### config.mk
export PLATFORM = sky130hd
export DESIGN_NAME = sysbus_arbiter_flat
export DESIGN_NICKNAME = d
export VERILOG_FILES = /design/src/rtl/sysbus_pkg.sv /design/src/rtl/sysbus_arbiter_if.sv /design/src/rtl/sysbus_arbiter_rr_pick2.sv /design/src/rtl/sysbus_arbiter.sv /design/src/flat_wrapper.sv
export SDC_FILE = /design/constraint.sdc
export NUM_CORES = 1
export LEC_CHECK = 0
export ABC_CLOCK_PERIOD_IN_PS = 4200
export BUFFER_PORTS_ARGS = -buffer_cell sky130_fd_sc_hd__buf_2
export CAP_MARGIN = 5
export CORE_AREA = 2 2 185 187
export DETAILED_ROUTE_END_ITERATION = 10
export DIE_AREA = 0 0 187 189
export GPL_ROUTABILITY_DRIVEN = 0
export PLACE_DENSITY = 0.37
export REMOVE_ABC_BUFFERS = 1
export SLEW_MARGIN = 40
export SYNTH_ARGS = -nofsm -noshare
export SYNTH_HDL_FRONTEND = slang
export SYNTH_SLANG_ARGS = --single-unit
### constraint.sdc
create_clock -name clk -period 4.2 [get_ports clk]
set_input_delay 0.42 -clock clk [delete_from_list [all_inputs] [get_ports clk]]
set_output_delay 0.42 -clock clk [all_outputs]
set_load 0.005 [all_outputs]
### src/rtl/sysbus_pkg.sv
// sysbus_pkg: shared definitions for the system-bus arbiter and the cache
// controllers that talk to it.
//   SYS_DATA_W    - request/response data width
//   SYS_TAG_W     - tag width
//   TAG_WRITE_BIT - tag bit that marks a write transaction
//   BEATS         - data beats per transaction (one 64-byte line)
//   BEAT_W        - width of a beat counter that can hold BEATS
//   arb_state_t   - arbiter FSM states
package sysbus_pkg;

    localparam int SYS_DATA_W    = 64;
    localparam int SYS_TAG_W     = 13;
    localparam int TAG_WRITE_BIT = SYS_TAG_W - 1;
    localparam int BEATS         = 8;
    localparam int BEAT_W        = $clog2(BEATS) + 1;

    typedef enum logic [1:0] {
        IDLE  = 2'd0,
        ADDR  = 2'd1,
        WDATA = 2'd2,
        RESP  = 2'd3
    } arb_state_t;

endpackage

### src/rtl/sysbus_arbiter_if.sv
// sysbus_arbiter_if: one system-bus port (request and response channels).
//   reqcyc/req/reqtag  - request beat valid, address or write data, tag
//   reqack             - request beat accepted
//   respcyc/resp/resptag - response beat valid, data, tag
//   respack            - response beat accepted
// modport master: the side that issues requests (a cache path, or the
//                 arbiter towards the system bus).
// modport slave : the side that serves requests.
interface sysbus_arbiter_if #(
    parameter int DW = sysbus_pkg::SYS_DATA_W,
    parameter int TW = sysbus_pkg::SYS_TAG_W
);
    logic          reqcyc;
    logic [DW-1:0] req;
    logic [TW-1:0] reqtag;
    logic          reqack;
    logic          respcyc;
    logic [DW-1:0] resp;
    logic [TW-1:0] resptag;
    logic          respack;

    modport master (
        output reqcyc, req, reqtag, respack,
        input  reqack, respcyc, resp, resptag
    );

    modport slave (
        input  reqcyc, req, reqtag, respack,
        output reqack, respcyc, resp, resptag
    );
endinterface

### src/rtl/sysbus_arbiter_rr_pick2.sv
// rr_pick2: combinational two-way round-robin picker.
//   i_req[1:0]    - request lines
//   i_last        - index granted most recently
//   o_grant_valid - at least one request present
//   o_grant_idx   - chosen index; on a tie the one that is not i_last
module rr_pick2 (
    input  logic [1:0] i_req,
    input  logic       i_last,
    output logic       o_grant_valid,
    output logic       o_grant_idx
);

    // Pick a requester, rotating priority away from the last winner.
    always_comb begin
        o_grant_valid = |i_req;
        if (i_req == 2'b11) begin
            o_grant_idx = ~i_last;
        end else if (i_req[1]) begin
            o_grant_idx = 1'b1;
        end else begin
            o_grant_idx = 1'b0;
        end
    end

endmodule

### src/rtl/sysbus_arbiter.sv
// sysbus_arbiter: shares the system-bus master port between the
// instruction-fetch path (c0) and the data-cache path (c1), one whole
// transaction at a time (address beat plus BEATS data or response beats).
//   clk   - clock
//   reset - asynchronous active-high reset
//   c0    - requester 0 port (arbiter is the slave)
//   c1    - requester 1 port (arbiter is the slave)
//   bus   - system-bus port (arbiter is the master)
// Handshake paths are combinational from the registered state, so every
// output collapses to 0 as soon as reset forces the FSM to IDLE.
module sysbus_arbiter #(
    parameter int BUS_DATA_WIDTH = sysbus_pkg::SYS_DATA_W,
    parameter int BUS_TAG_WIDTH  = sysbus_pkg::SYS_TAG_W,
    parameter int BEATS          = sysbus_pkg::BEATS
) (
    input  logic             clk,
    input  logic             reset,
    sysbus_arbiter_if.slave  c0,
    sysbus_arbiter_if.slave  c1,
    sysbus_arbiter_if.master bus
);
    import sysbus_pkg::*;

    localparam int BW = $clog2(BEATS) + 1;

    arb_state_t r_state;
    logic       r_owner;
    logic       r_last;
    logic       r_is_wr;
    logic [BW-1:0] r_beat;

    arb_state_t w_next_state;
    logic       w_next_owner;
    logic       w_next_last;
    logic       w_next_is_wr;
    logic [BW-1:0] w_next_beat;

    logic       w_grant_valid;
    logic       w_grant_idx;
    logic       w_pick_wr;
    logic       w_own_reqcyc;
    logic [BUS_DATA_WIDTH-1:0] w_own_req;
    logic [BUS_TAG_WIDTH-1:0]  w_own_reqtag;
    logic       w_own_respack;
    logic       w_last_beat;

    rr_pick2 u_pick (
        .i_req         ({c1.reqcyc, c0.reqcyc}),
        .i_last        (r_last),
        .o_grant_valid (w_grant_valid),
        .o_grant_idx   (w_grant_idx)
    );

    // Response data and tag go to both requesters; only respcyc is routed.
    assign c0.resp    = bus.resp;
    assign c0.resptag = bus.resptag;
    assign c1.resp    = bus.resp;
    assign c1.resptag = bus.resptag;

    assign w_last_beat = (r_beat == BW'(BEATS - 1));

    // Owner-side request/ack selection and write flag of the candidate.
    always_comb begin
        if (r_owner) begin
            w_own_reqcyc  = c1.reqcyc;
            w_own_req     = c1.req;
            w_own_reqtag  = c1.reqtag;
            w_own_respack = c1.respack;
        end else begin
            w_own_reqcyc  = c0.reqcyc;
            w_own_req     = c0.req;
            w_own_reqtag  = c0.reqtag;
            w_own_respack = c0.respack;
        end
        if (w_grant_idx) begin
            w_pick_wr = c1.reqtag[BUS_TAG_WIDTH-1];
        end else begin
            w_pick_wr = c0.reqtag[BUS_TAG_WIDTH-1];
        end
    end

    // State and transaction bookkeeping registers.
    always_ff @(posedge clk or posedge reset) begin
        if (reset) begin
            r_state <= IDLE;
            r_owner <= 1'b0;
            r_last  <= 1'b1;
            r_is_wr <= 1'b0;
            r_beat  <= {BW{1'b0}};
        end else begin
            r_state <= w_next_state;
            r_owner <= w_next_owner;
            r_last  <= w_next_last;
            r_is_wr <= w_next_is_wr;
            r_beat  <= w_next_beat;
        end
    end

    // Next-state logic: grant, address beat, then data or response beats.
    always_comb begin
        w_next_state = r_state;
        w_next_owner = r_owner;
        w_next_last  = r_last;
        w_next_is_wr = r_is_wr;
        w_next_beat  = r_beat;
        case (r_state)
            IDLE: begin
                if (w_grant_valid) begin
                    w_next_owner = w_grant_idx;
                    w_next_is_wr = w_pick_wr;
                    w_next_beat  = {BW{1'b0}};
                    w_next_state = ADDR;
                end else begin
                    w_next_state = IDLE;
                end
            end
            ADDR: begin
                if (bus.reqack) begin
                    w_next_beat  = {BW{1'b0}};
                    w_next_state = r_is_wr ? WDATA : RESP;
                end else begin
                    w_next_state = ADDR;
                end
            end
            WDATA: begin
                if (bus.reqack) begin
                    w_next_beat = r_beat + BW'(1);
                    if (w_last_beat) begin
                        w_next_state = IDLE;
                        w_next_last  = r_owner;
                    end else begin
                        w_next_state = WDATA;
                    end
                end else begin
                    w_next_state = WDATA;
                end
            end
            RESP: begin
                if (bus.respcyc && w_own_respack) begin
                    w_next_beat = r_beat + BW'(1);
                    if (w_last_beat) begin
                        w_next_state = IDLE;
                        w_next_last  = r_owner;
                    end else begin
                        w_next_state = RESP;
                    end
                end else begin
                    w_next_state = RESP;
                end
            end
            default: begin
                w_next_state = IDLE;
            end
        endcase
    end

    // Beat routing: only the owner ever sees reqack/respcyc.
    always_comb begin
        bus.reqcyc  = 1'b0;
        bus.req     = {BUS_DATA_WIDTH{1'b0}};
        bus.reqtag  = {BUS_TAG_WIDTH{1'b0}};
        bus.respack = 1'b0;
        c0.reqack   = 1'b0;
        c1.reqack   = 1'b0;
        c0.respcyc  = 1'b0;
        c1.respcyc  = 1'b0;
        case (r_state)
            ADDR, WDATA: begin
                bus.reqcyc = w_own_reqcyc;
                bus.req    = w_own_req;
                bus.reqtag = w_own_reqtag;
                if (r_owner) begin
                    c1.reqack = bus.reqack;
                end else begin
                    c0.reqack = bus.reqack;
                end
            end
            RESP: begin
                bus.respack = w_own_respack;
                if (r_owner) begin
                    c1.respcyc = bus.respcyc;
                end else begin
                    c0.respcyc = bus.respcyc;
                end
            end
            default: begin
                bus.reqcyc = 1'b0;
            end
        endcase
    end

endmodule

### src/flat_wrapper.sv
// flat-port wrapper written by rule: the top's interface ports become plain ports
module sysbus_arbiter_flat import sysbus_pkg::*;
#(
    parameter int BUS_DATA_WIDTH = sysbus_pkg::SYS_DATA_W,
    parameter int BUS_TAG_WIDTH  = sysbus_pkg::SYS_TAG_W,
    parameter int BEATS          = sysbus_pkg::BEATS
)
  (clk, reset, c0_reqcyc, c0_req, c0_reqtag, c0_respack, c0_reqack, c0_respcyc, c0_resp, c0_resptag, c1_reqcyc, c1_req, c1_reqtag, c1_respack, c1_reqack, c1_respcyc, c1_resp, c1_resptag, bus_reqcyc, bus_req, bus_reqtag, bus_respack, bus_reqack, bus_respcyc, bus_resp, bus_resptag);
  sysbus_arbiter_if c0_i ();
  sysbus_arbiter_if c1_i ();
  sysbus_arbiter_if bus_i ();
  input  logic clk;
  input  logic reset;
  input wire logic [$bits(c0_i.reqcyc)-1:0] c0_reqcyc;
  input wire logic [$bits(c0_i.req)-1:0] c0_req;
  input wire logic [$bits(c0_i.reqtag)-1:0] c0_reqtag;
  input wire logic [$bits(c0_i.respack)-1:0] c0_respack;
  output wire logic [$bits(c0_i.reqack)-1:0] c0_reqack;
  output wire logic [$bits(c0_i.respcyc)-1:0] c0_respcyc;
  output wire logic [$bits(c0_i.resp)-1:0] c0_resp;
  output wire logic [$bits(c0_i.resptag)-1:0] c0_resptag;
  input wire logic [$bits(c1_i.reqcyc)-1:0] c1_reqcyc;
  input wire logic [$bits(c1_i.req)-1:0] c1_req;
  input wire logic [$bits(c1_i.reqtag)-1:0] c1_reqtag;
  input wire logic [$bits(c1_i.respack)-1:0] c1_respack;
  output wire logic [$bits(c1_i.reqack)-1:0] c1_reqack;
  output wire logic [$bits(c1_i.respcyc)-1:0] c1_respcyc;
  output wire logic [$bits(c1_i.resp)-1:0] c1_resp;
  output wire logic [$bits(c1_i.resptag)-1:0] c1_resptag;
  output wire logic [$bits(bus_i.reqcyc)-1:0] bus_reqcyc;
  output wire logic [$bits(bus_i.req)-1:0] bus_req;
  output wire logic [$bits(bus_i.reqtag)-1:0] bus_reqtag;
  output wire logic [$bits(bus_i.respack)-1:0] bus_respack;
  input wire logic [$bits(bus_i.reqack)-1:0] bus_reqack;
  input wire logic [$bits(bus_i.respcyc)-1:0] bus_respcyc;
  input wire logic [$bits(bus_i.resp)-1:0] bus_resp;
  input wire logic [$bits(bus_i.resptag)-1:0] bus_resptag;
  assign c0_i.reqcyc = c0_reqcyc;
  assign c0_i.req = c0_req;
  assign c0_i.reqtag = c0_reqtag;
  assign c0_i.respack = c0_respack;
  assign c0_reqack = c0_i.reqack;
  assign c0_respcyc = c0_i.respcyc;
  assign c0_resp = c0_i.resp;
  assign c0_resptag = c0_i.resptag;
  assign c1_i.reqcyc = c1_reqcyc;
  assign c1_i.req = c1_req;
  assign c1_i.reqtag = c1_reqtag;
  assign c1_i.respack = c1_respack;
  assign c1_reqack = c1_i.reqack;
  assign c1_respcyc = c1_i.respcyc;
  assign c1_resp = c1_i.resp;
  assign c1_resptag = c1_i.resptag;
  assign bus_reqcyc = bus_i.reqcyc;
  assign bus_req = bus_i.req;
  assign bus_reqtag = bus_i.reqtag;
  assign bus_respack = bus_i.respack;
  assign bus_i.reqack = bus_reqack;
  assign bus_i.respcyc = bus_respcyc;
  assign bus_i.resp = bus_resp;
  assign bus_i.resptag = bus_resptag;
  sysbus_arbiter #(.BUS_DATA_WIDTH(BUS_DATA_WIDTH), .BUS_TAG_WIDTH(BUS_TAG_WIDTH), .BEATS(BEATS)) u_core (.clk(clk), .reset(reset), .c0(c0_i), .c1(c1_i), .bus(bus_i));
endmodule
==> Word level (Yosys, flattened, before mapping) <==
Index checks and enable logic that the tools add are counted.
{ "totals": {"regBits": 9, "output_inout_bits": 237, "elab_cells": 60} }
{ "op_classes": {"add_sub_neg": 1, "eq_ne": 9, "muxes": 36, "n_bitwise": 1, "reduce_logical": 8} }
{ "ops": {"columns": ["operator", "n"], "rows": [
  ["64-bit 2-to-1 mux", 2],
  ["13-bit 2-to-1 mux", 2],
  ["1-bit 2-to-1 mux", 20],
  ["4-bit 2-to-1 mux", 4],
  ["4-bit one-hot mux with 4 select lines", 1],
  ["2-bit 2-to-1 mux", 5],
  ["2-bit one-hot mux with 4 select lines", 1],
  ["2-bit == test, second input constant", 3],
  ["2-bit inequality test, second input constant", 3],
  ["4-bit by 1-bit adder with 4-bit output, second input constant", 1],
  ["4-bit by 3-bit == test with 1-bit output, second input constant", 1],
  ["4-bit AND reduction", 1],
  ["2-bit OR reduction", 2],
  ["3-bit AND reduction", 1],
  ["2-bit by 1-bit == test with 1-bit output, second input constant", 1],
  ["2-bit logical NOT", 1],
  ["2-bit by 1-bit inequality test with 1-bit output, second input constant", 1],
  ["1-bit one-hot mux with 2 select lines", 1],
  ["2-bit AND reduction", 1],
  ["2-bit nonzero test", 1],
  ["1-bit logical AND", 1],
  ["1-bit NOT", 1]
]} }

==> Longest topological paths before layout <==
{ "logic_depth": {"word_depth": 4, "mapped_depth": 7, "mapped_depth_nobuf": 6} }

==> By module <==
From an unflattened synthesis, not the netlist that was laid out.
{ "unflattened": {"cells_unflattened": 395, "area_unflattened_um2": 3134.3} }
{ "modules_own_cells": {"columns": ["module", "instances", "cells_per_inst", "area_each_um2", "seq_area_each_um2"], "rows": [
  ["sysbus_arbiter", 1, 393, 3120.5, 226.5],
  ["rr_pick2", 1, 2, 13.8, 0.0]
]} }

==> Worst setup path before layout <==
Ideal clock, no wire load.
{ "synth_timing": {"kind": "register to output", "start": "reg u_core.r_state[0]", "end": "out c1_reqack", "t_arrival_ns": 1.180, "required_time_ns": 3.780, "setup_slack_ns": 2.600, "stages_incl_launch_ff": 5, "path_buffers": 1, "cell_sequence": "dfrtp_1 -> inv_1 -> ha_1 -> clkbuf_1 -> and3_1"} }
{ "synth_between": {"elab_chain_len": 3, "word_cells_on_any_way": 4, "cone_classes": "eq/ne: 2; mux: 1; reduce/logical: 1"} }
{ "synth_lines": {"columns": ["item", "line_no", "rtl"], "rows": [
  ["start: declaration", "sysbus_arbiter.sv:26", "arb_state_t r_state;"],
  ["start signal: assignment", "sysbus_arbiter.sv:91", "r_state <= w_next_state;"],
  ["2-bit by 1-bit == test with 1-bit output / 2-bit == test (equally long branches)", "sysbus_arbiter.sv:167", "case (r_state)"],
  ["2-bit OR reduction (*)", "sysbus_arbiter.sv:167", null],
  ["1-bit 2-to-1 mux (*)", "sysbus_arbiter.sv:167", null],
  ["end: declaration", "flat_wrapper.sv:26", "output wire logic [$bits(c1_i.reqack)-1:0] c1_reqack;"]
]} }
Every way passes the cells marked *; elsewhere a longest branch is shown, timed or not.

==> Final worst setup path <==
{ "layout_timing": {"start": "reg u_core.r_owner", "end": "out bus_req[20]"} }
{ "layout_between": {"elab_chain_len": 2} }
{ "layout_lines": {"columns": ["item", "line_no", "rtl"], "rows": [
  ["start: declaration", "sysbus_arbiter.sv:27", "logic r_owner;"],
  ["start signal: assignment", "sysbus_arbiter.sv:92", "r_owner <= w_next_owner;"],
  ["64-bit 2-to-1 mux", "sysbus_arbiter.sv:64", "if (r_owner) begin"],
  ["64-bit 2-to-1 mux", "sysbus_arbiter.sv:167", null],
  ["end: declaration", "flat_wrapper.sv:31", "output wire logic [$bits(bus_i.req)-1:0] bus_req;"]
]} }
Every way passes these cells.

==> out/qor.txt <==
Run status -> finished clean
DR top layer -> met5
Die area -> 35340 µm²
Pin count of the biggest net entering global routing -> 51
First-pass GRT wire length -> 30.63 mm
Tot GR Track Use -> 12.85%
Vias -> 3117
Clock buffer depth -> 2
Top Ports -> 476
Clock transition at the registers of the reported paths -> 0.04 ns
Critical path peak fanout -> 32
Total CTS buffers -> 3
Critical path class -> flop to primary output
Worst Max-Slew Pin Slew -> 0.4606 ns
Most common library cell in the layout ignoring fill and taps -> buf_2
Ys Warns -> 0
Grt ovf -> 0
DRC Markers -> 0
DRT iter0 DRCs -> 96
Peak supply drop -> 0.1869 mV
Die W -> 187 µm
Fin nets -> 727
Syn avg cell area -> 7.914 µm²
Critical path arrival -> 1.97 ns
Distinct cell type count after synthesis -> 32
Post-place setup slack -> 2.010 ns
Total power density per cell area -> 576.5 nW/µm²
TritonCTS clock tree -> done
Core Area -> 33280 µm²
Sequential share of the synthesized area -> 7.101%
Post-DRT Antenna Nets -> 0
Post-CTS Hold Fix Bufs -> 0
Relative slew slack -> 69.29%
CP endpoint kind -> primary output
Root Driver -> clkbuf_16
Hpwl dp -> 20.42 mm
Fmax achieved -> 418.8 MHz
Min-Delay Path Class -> primary input to asynchronous set/reset pin
Antenna violations before repair -> 0
Row count -> 67
Post-CTS setup repair buffer count -> 0
Depth of the CTS H-tree -> 1
Routed wl met2 -> 8.796 mm
Number of synthesized flops with an enable pin -> 0
M1 wire length -> 8.973 mm
Skew final -> 0.003645 ns
Hold Slack -> 0.1569 ns
Input/output buffers -> 244
Final Critical Period -> 2.388 ns
Max Cap Viol -> 0
Total Wirelength -> 24.12 mm
Asr flop ratio synth -> 100.0%
Die H -> 189 µm
CTS resizes -> 0
Hold Fails Final Rpt -> 0
Syn Std Cell Area -> 3189 µm²
Total power -> 2.224 mW
Number of global-route vias before repair -> 3110
Mapped Cells -> 403
Share of cells above drive strength 1 -> 53.64%
Fin crit share -> 56.86%
Clock latency on the worst-skew pair -> 0.23 ns
ANT cells -> 0
Worst setup path start -> u_core.r_owner
Most frequent cells in the layout -> buf_2, mux2i_1, nor2b_1
Detail Route met3 WL -> 5.608 mm
Worst setup margin -> 1.812 ns
Final TNS setup -> 0 ns
Unrepaired setup endpoints after global routing -> false
Leading register cell type out of synthesis -> dfrtp_1
LEAKAGE -> 2.112 nW
Clock Sinks -> 9
WL per Instance -> 25.96 µm
Drt via density -> 3.355
CP required -> 3.78 ns
Reg2Reg Launch Point -> u_core.r_state[0]
First-pass DRT Iterations -> 4
Final Setup Violations -> 0
Initial Utilization -> 9.583%
Startpoint kind of the worst setup timing path -> flop
FF+latch count, synth -> 9
Layout overhead on the synthesized area -> 20.95%
Slew Viols, Final -> 0
==> flip-flops by register name, summed over array words and instances (netlist names) <==
register and cells:
u_core.r_beat 4, u_core.r_is_wr 1, u_core.r_state 2, u_core.r_last 1
u_core.r_owner 1
==> worst max-delay path, cell delays in order, from the launching register on <==
cell and delay (ns):
dfrtp_4 0.63, buf_12 0.28, buf_4 0.30, mux2i_1 0.29
nor2b_1 0.07, buf_2 0.13
==> through the flow <==
stage | cell area, µm² | util (%) | instances
after floorplan | 1926 | - | 229
after global placement | 3749 | 11.26 | 924
final | 3857 | 11.59 | 929
after global routing | 3857 | 11.59 | 929
after CTS | 3857 | 11.59 | 929
after detailed placement | 3779 | 11.35 | 925
==> cells in the mapped netlist (2+ instances only) <==
library cell | number | area (µm²)
a21oi_1 | 7 | 35.03
nand3_1 | 3 | 15.01
dfrtp_1 | 8 | 200.2
ha_1 | 6 | 75.07
a22oi_1 | 2 | 15.01
mux2i_1 | 78 | 780.8
o2bb2ai_1 | 2 | 17.52
a31oi_1 | 4 | 25.02
o22ai_1 | 2 | 12.51
and3_1 | 3 | 18.77
nor2_1 | 5 | 18.77
clkbuf_1 | 10 | 37.54
inv_1 | 6 | 22.52
nor3_1 | 2 | 10.01
buf_4 | 162 | 1216
nand2_1 | 9 | 33.78
nor2b_1 | 78 | 488.0
buf_2 | 2 | 10.01
==> worst paths after layout <==
check                                   endpoint  slack, ns  cells after the start
worst max-delay path                 bus_req[20]       1.81                      5
worst min-delay path              u_core.r_is_wr       0.16                      2
worst max register to register  u_core.r_beat[0]       2.46                      5
worst min register to register  u_core.r_beat[0]       0.53                      1
max in group asynchronous          u_core.r_last       3.74                      2
min in group clk                  u_core.r_owner       0.44                      2
==> final cells by class <==
class | count | area [µm²]
multi-input combinational | 214 | 1689
sequential | 9 | 230.2
clock buffer | 4 | 78.83
inverter | 6 | 22.52
tap | 448 | 560.5
fill | 3901 | 29420
timing repair buffer | 248 | 1276
==> where the power goes <==
part | total, mW | internal, mW | switching, mW
registers | 0.177 | 0.116 | 0.0603
clock network | 0.162 | 0.126 | 0.0360
logic | 1.88 | 0.999 | 0.886
total | 2.22 | 1.24 | 0.982
==> kinds of logic (layout without fill, tap and decap cells) <==
kind of cell	Yosys count	after routing	share of synthesized area (%)
buf+inv	180	258	40.33
simple gates	103	103	18.99
mux	80	80	25.66
compound gates	25	25	5.570
flops	9	9	7.101
fa+ha+maj	6	6	2.354
==> layer usage <==
| layer | global-route usage (%) | vias up |
|---|---|---|
| met5 | 10.30 | - |
| li1 | - | 1323 |
| met3 | 14.14 | 29 |
| met4 | 2.045 | 14 |
| met2 | 15.93 | 399 |
| met1 | 13.82 | 1352 |
(Power assumes the default switching activity.)
